### src/rtl/data_mem_resp.sv
// data_mem_resp: responder side of the data-memory request/ack handshake, backed by
// a resettable register-file memory. Define DATA_MEM_ZERO_REG_EN to hard-wire word 0 to zero.
module data_mem_resp #(
  parameter int unsigned AW     = 5,
  parameter int unsigned DW     = 32,
  parameter int unsigned DEPTH  = 32,
  parameter int unsigned RD_LAT = 1,
  parameter int unsigned WR_LAT = 1
) (
  input  logic          clk,
  input  logic          rst_n,
  input  logic          in_data_mem,
  input  logic [AW-1:0] adr_data,
  output logic [DW-1:0] data,
  output logic          out_data_mem,
  input  logic          write_data,
  input  logic [AW-1:0] adr_data_write,
  input  logic [DW-1:0] data_write,
  output logic          out_write_mem,
  output logic          busy
);

  localparam int unsigned MAX_LAT = (RD_LAT > WR_LAT) ? RD_LAT : WR_LAT;
  localparam int unsigned CW      = (MAX_LAT > 1) ? $clog2(MAX_LAT) : 1;
  localparam int unsigned IW      = (DEPTH > 1) ? $clog2(DEPTH) : 1;
`ifdef DATA_MEM_ZERO_REG_EN
  localparam bit ZERO_REG = 1'b1;
`else
  localparam bit ZERO_REG = 1'b0;
`endif

  typedef enum logic [2:0] {IDLE, RD_WAIT, RD_ACK, WR_WAIT, WR_ACK} state_t;

  state_t        r_state, w_state_nxt;
  logic [CW-1:0] r_cnt, w_cnt_nxt;
  logic [AW-1:0] r_adr, w_adr;
  logic [DW-1:0] r_wdata, w_wdata;
  logic [DW-1:0] r_mem [DEPTH];
  logic          w_in_range;
  logic          w_zero_hit;
  logic          w_do_write;
  logic [DW-1:0] w_rd_word;

  // Next state; in IDLE the live inputs are selected so a latency-1 access uses them directly
  always_comb begin
    w_state_nxt = r_state;
    w_cnt_nxt   = r_cnt;
    w_adr       = r_adr;
    w_wdata     = r_wdata;
    unique case (r_state)
      IDLE: begin
        if (write_data) begin
          w_adr       = adr_data_write;
          w_wdata     = data_write;
          w_cnt_nxt   = CW'(WR_LAT - 1);
          w_state_nxt = (WR_LAT == 1) ? WR_ACK : WR_WAIT;
        end else if (in_data_mem) begin
          w_adr       = adr_data;
          w_cnt_nxt   = CW'(RD_LAT - 1);
          w_state_nxt = (RD_LAT == 1) ? RD_ACK : RD_WAIT;
        end
      end
      RD_WAIT: begin
        w_cnt_nxt = r_cnt - CW'(1);
        if (r_cnt == CW'(1)) w_state_nxt = RD_ACK;
      end
      WR_WAIT: begin
        w_cnt_nxt = r_cnt - CW'(1);
        if (r_cnt == CW'(1)) w_state_nxt = WR_ACK;
      end
      default: w_state_nxt = IDLE;
    endcase
  end

  assign w_in_range = (32'(w_adr) < DEPTH);
  assign w_zero_hit = ZERO_REG && (w_adr == '0);
  assign w_do_write = (w_state_nxt == WR_ACK) && w_in_range && !w_zero_hit;
  assign w_rd_word  = (w_in_range && !w_zero_hit) ? r_mem[IW'(w_adr)] : '0;

  always_ff @(posedge clk or negedge rst_n) begin
    if (!rst_n) begin
      r_state       <= IDLE;
      r_cnt         <= '0;
      r_adr         <= '0;
      r_wdata       <= '0;
      data          <= '0;
      out_data_mem  <= 1'b0;
      out_write_mem <= 1'b0;
      busy          <= 1'b0;
    end else begin
      r_state       <= w_state_nxt;
      r_cnt         <= w_cnt_nxt;
      r_adr         <= w_adr;
      r_wdata       <= w_wdata;
      out_data_mem  <= (w_state_nxt == RD_ACK);
      out_write_mem <= (w_state_nxt == WR_ACK);
      busy          <= (w_state_nxt != IDLE);
      if (w_state_nxt == RD_ACK) data <= w_rd_word;
    end
  end

  // Storage; a reset mid-write wins over the pending write
  always_ff @(posedge clk or negedge rst_n) begin
    if (!rst_n) begin
      for (int unsigned i = 0; i < DEPTH; i++) r_mem[IW'(i)] <= '0;
    end else if (w_do_write) begin
      r_mem[IW'(w_adr)] <= w_wdata;
    end
  end

endmodule
### config.mk
export PLATFORM = sky130hd
export DESIGN_NAME = data_mem_resp
export DESIGN_NICKNAME = d
export VERILOG_FILES = /design/src/rtl/data_mem_resp.sv
export SDC_FILE = /design/constraint.sdc
export NUM_CORES = 2
export LEC_CHECK = 0
export CAP_MARGIN = 40
export CORE_MARGIN = 3
export CORE_UTILIZATION = 34
export DETAILED_ROUTE_END_ITERATION = 8
export PLACE_DENSITY = 0.48
export SLEW_MARGIN = 20
export SYNTH_ARGS = -nofsm -noshare
export SYNTH_HDL_FRONTEND = slang
export SYNTH_SLANG_ARGS = --single-unit
### constraint.sdc
create_clock -name clk -period 6 [get_ports clk]
set_input_delay 1.2 -clock clk [delete_from_list [all_inputs] [get_ports clk]]
set_output_delay 1.2 -clock clk [all_outputs]
set_load 0.005 [all_outputs]
==> flow_summary.toml <==
[synth]
synth_async_sr_flop_share = 1.00
ys_warn_count = 0
synth_most_common_cell = "dfrtp_1"
ys_top_cells_by_area = "dfrtp_1, mux2i_1, a21oi_1"
synth-edff-count = 0
synth_ff_type = "dfrtp_1"
synth.top_cells.by_count = "dfrtp_1, nor2_1, a21oi_1, nand2_1, mux2i_1"
synth_top_area_frac = 0.576
synthCells = 4813
syn_area_per_cell_sq_um = 9.92
ys_seq_area_frac = 0.576
synthDistinctLibCells = 52
synth_fp_nets = 4859
ys_seq_elements = 1100
yosys.area.top_type = "dfrtp_1"
synth_area_sq_mm = 0.0477

[final_layout]
seq_area_sq_mm = 0.0275
final_core_util = 0.399
multi_input_area_sq_mm = 0.0182
nets = 4778
drive_gt1_frac = 0.101
postLayoutCellArea_sq_mm = 0.0552
syn_to_final_growth_pct = 15.7
fillers = 13743

[placement]
gp_congestion = 0.749
placed_area_sq_mm = 0.0510
port-buffer-count = 80
hpwl_mm = 94.1

[drt]
vias = 34727
viasPerCell = 5.19
drtAntennaViolNets = 0
drtPass1Iterations = 5
drcViolationCount = 0
drt-initial-drc-count = 2398
drt_wl_total_mm = 160
wl_per_cell_um = 23.9

[hold_path]
hp-class = "input pin to asynchronous set/reset pin"

[floorplanning]
die_area_sq_mm = 0.145
die_height_um = 381
num_io_pins = 81
coreArea_sq_mm = 0.139
die_w_um = 381
initial_utilization = 0.345
num_rows = 136

[run]
maxCapViolCount = 0

[cts]
clock-sinks = 1100
cts.htree.levels = 4
worstSkewPairLatency_ns = 0.75
cts_buffer_depth = 3
cts_root_buf = "clkbuf_16"
cts_tree = "built"
hold_buffers = 0
post_cts_buffers = 0
clk_pin_slew_ns = 0.06
post_cts_resized = 0
numCtsBuffers = 130

[timing]
finalCriticalPeriod_ns = 4.50
fmax_mhz = 222
finalSetupTns_ns = 0
final_hold_viol_count = 0
fin_skew_ns = 0.0188
max_slew_margin = 0.376
finalCritPeriodShare = 0.751
rsz0062_at_grt = "false"
finalSetupViolCount = 0
slew_violations = 0
max_slew.worst_pin.slew_ns = 0.936

[worst_setup_path]
start_kind = "input pin"
crit_start = "write_data"
arrival_ns = 5.12
required_ns = 6.62
critPathMaxFanout = 47
crit-reg2reg-capture = "data[11]"
reg2reg_from = "r_state[1]"
slowest_delay_ns = 0.85
crit_chain = "clkdlybuf4s50_1 > nor2b_1 > a32o_1 > nor2_4 > buf_4 > nand3_4 > or3_4 > buf_12 > nand2_1 > o21ai_0"
critPathCaptureType = "register"
critPathBufInv = 3
rrSetupSlack_ns = 1.83
crit_family = "buffers and inverters"
slowest_stage = "clkdlybuf4s50_1"
crit_type = "input pin to register"
r2r_cells = 8

[global_route]
grt_max_degree = 147
grt_overflow = 0
grtUsageTotal = 0.219
grt_pass1_wl_mm = 237
grt_pass1_vias = 33661
antenna_found_initial = 1

[pwr]
finalPower_w = 0.0315
leakagePower_nw = 24.2
ir_worst_vdd_uv = 375
p_per_area_mw_per_mm2 = 571

[outcome]
status = "completed"
## sequential cells by signal (all words and copies together) (netlist names)
signal	cells
out_data_mem	1
data	32
r_wdata	32
r_adr	5
r_state	3
busy	1
r_mem	1024
out_write_mem	1
r_cnt	1
## worst reg2reg max path: stages, from the launching register on
cell and delay (ns):
dfrtp_1 0.48, nor3_2 0.61, o21ai_0 0.28, a32oi_2 0.78, or3_2 0.60, buf_4 0.43
o22ai_1 0.17, nor4_1 0.55, a31oi_1 0.15
## routing by layer
metal | vias up | wire [um] | global-route usage
met5 | - | 0 | 0
met4 | 0 | 2950 | 0.0490
met3 | 188 | 7180 | 0.0348
met2 | 736 | 74900 | 0.354
met1 | 17340 | 75100 | 0.311
li1 | 16463 | - | -
## area by class of cell
type                    count  area share
clock inverters            31     0.00618
repair buffers            248      0.0504
well taps                1863      0.0422
diodes                      1   0.0000453
clock buffers             199      0.0700
inverters                  39     0.00299
flip-flops and latches   1100       0.498
multi-input cells        3213       0.330
## per-stage QoR
stage	worst slack (ns)	hold slack, ns	std cells
3_3_place_gp	0.796	0.459	6443
5_1_grt	1.36	0.480	6693
6_report	1.50	0.459	6694
2_1_floorplan	2.69	0.444	4813
3_5_place_dp	0.787	0.468	6461
4_1_cts	1.61	0.445	6691
## report_power, final
| part | internal, W | switching, W | total, W | leakage (nW) |
|---|---|---|---|---|
| Clock | 0.00463 | 0.00322 | 0.00785 | 2.08 |
| Combinational | 0.00429 | 0.00680 | 0.0111 | 8.17 |
| Sequential | 0.0108 | 0.00181 | 0.0126 | 14.0 |
| Total | 0.0197 | 0.0118 | 0.0315 | 24.2 |
## cells in the final DEF (no fill, tap or decap), drive strengths merged, types with 5 or more instances in the layout
cell type	n
clkdlybuf4s50	79
a31oi	31
a2111oi	16
o21ai	481
o22ai	218
or3	30
buf	169
nor3	12
nor4	63
mux2i	482
clkinv	20
clkbuf	199
nand2	549
nand3	55
a32oi	5
a21oi	606
inv	46
dfrtp	1100
nor2	631
## kinds of logic after synthesis
group,share of synthesized area
flip-flops,0.576
multiplexers,0.102
buffers and inverters,0.0484
AND/OR/NAND/NOR,0.118
AO/OA/AOI/OAI,0.156
## how the worst max path moves through the flow
stage / to / slack (ns) / cells past startpoint
6_report: r_mem[113] / 1.50 / 10
3_5_place_dp: r_mem[114] / 0.79 / 10
5_1_grt: r_mem[109] / 1.36 / 10
2_1_floorplan: data[3] / 2.69 / 11
3_3_place_gp: r_mem[109] / 0.80 / 9
4_1_cts: r_mem[108] / 1.61 / 10
No activity file was read; power rests on OpenSTA's default activity.
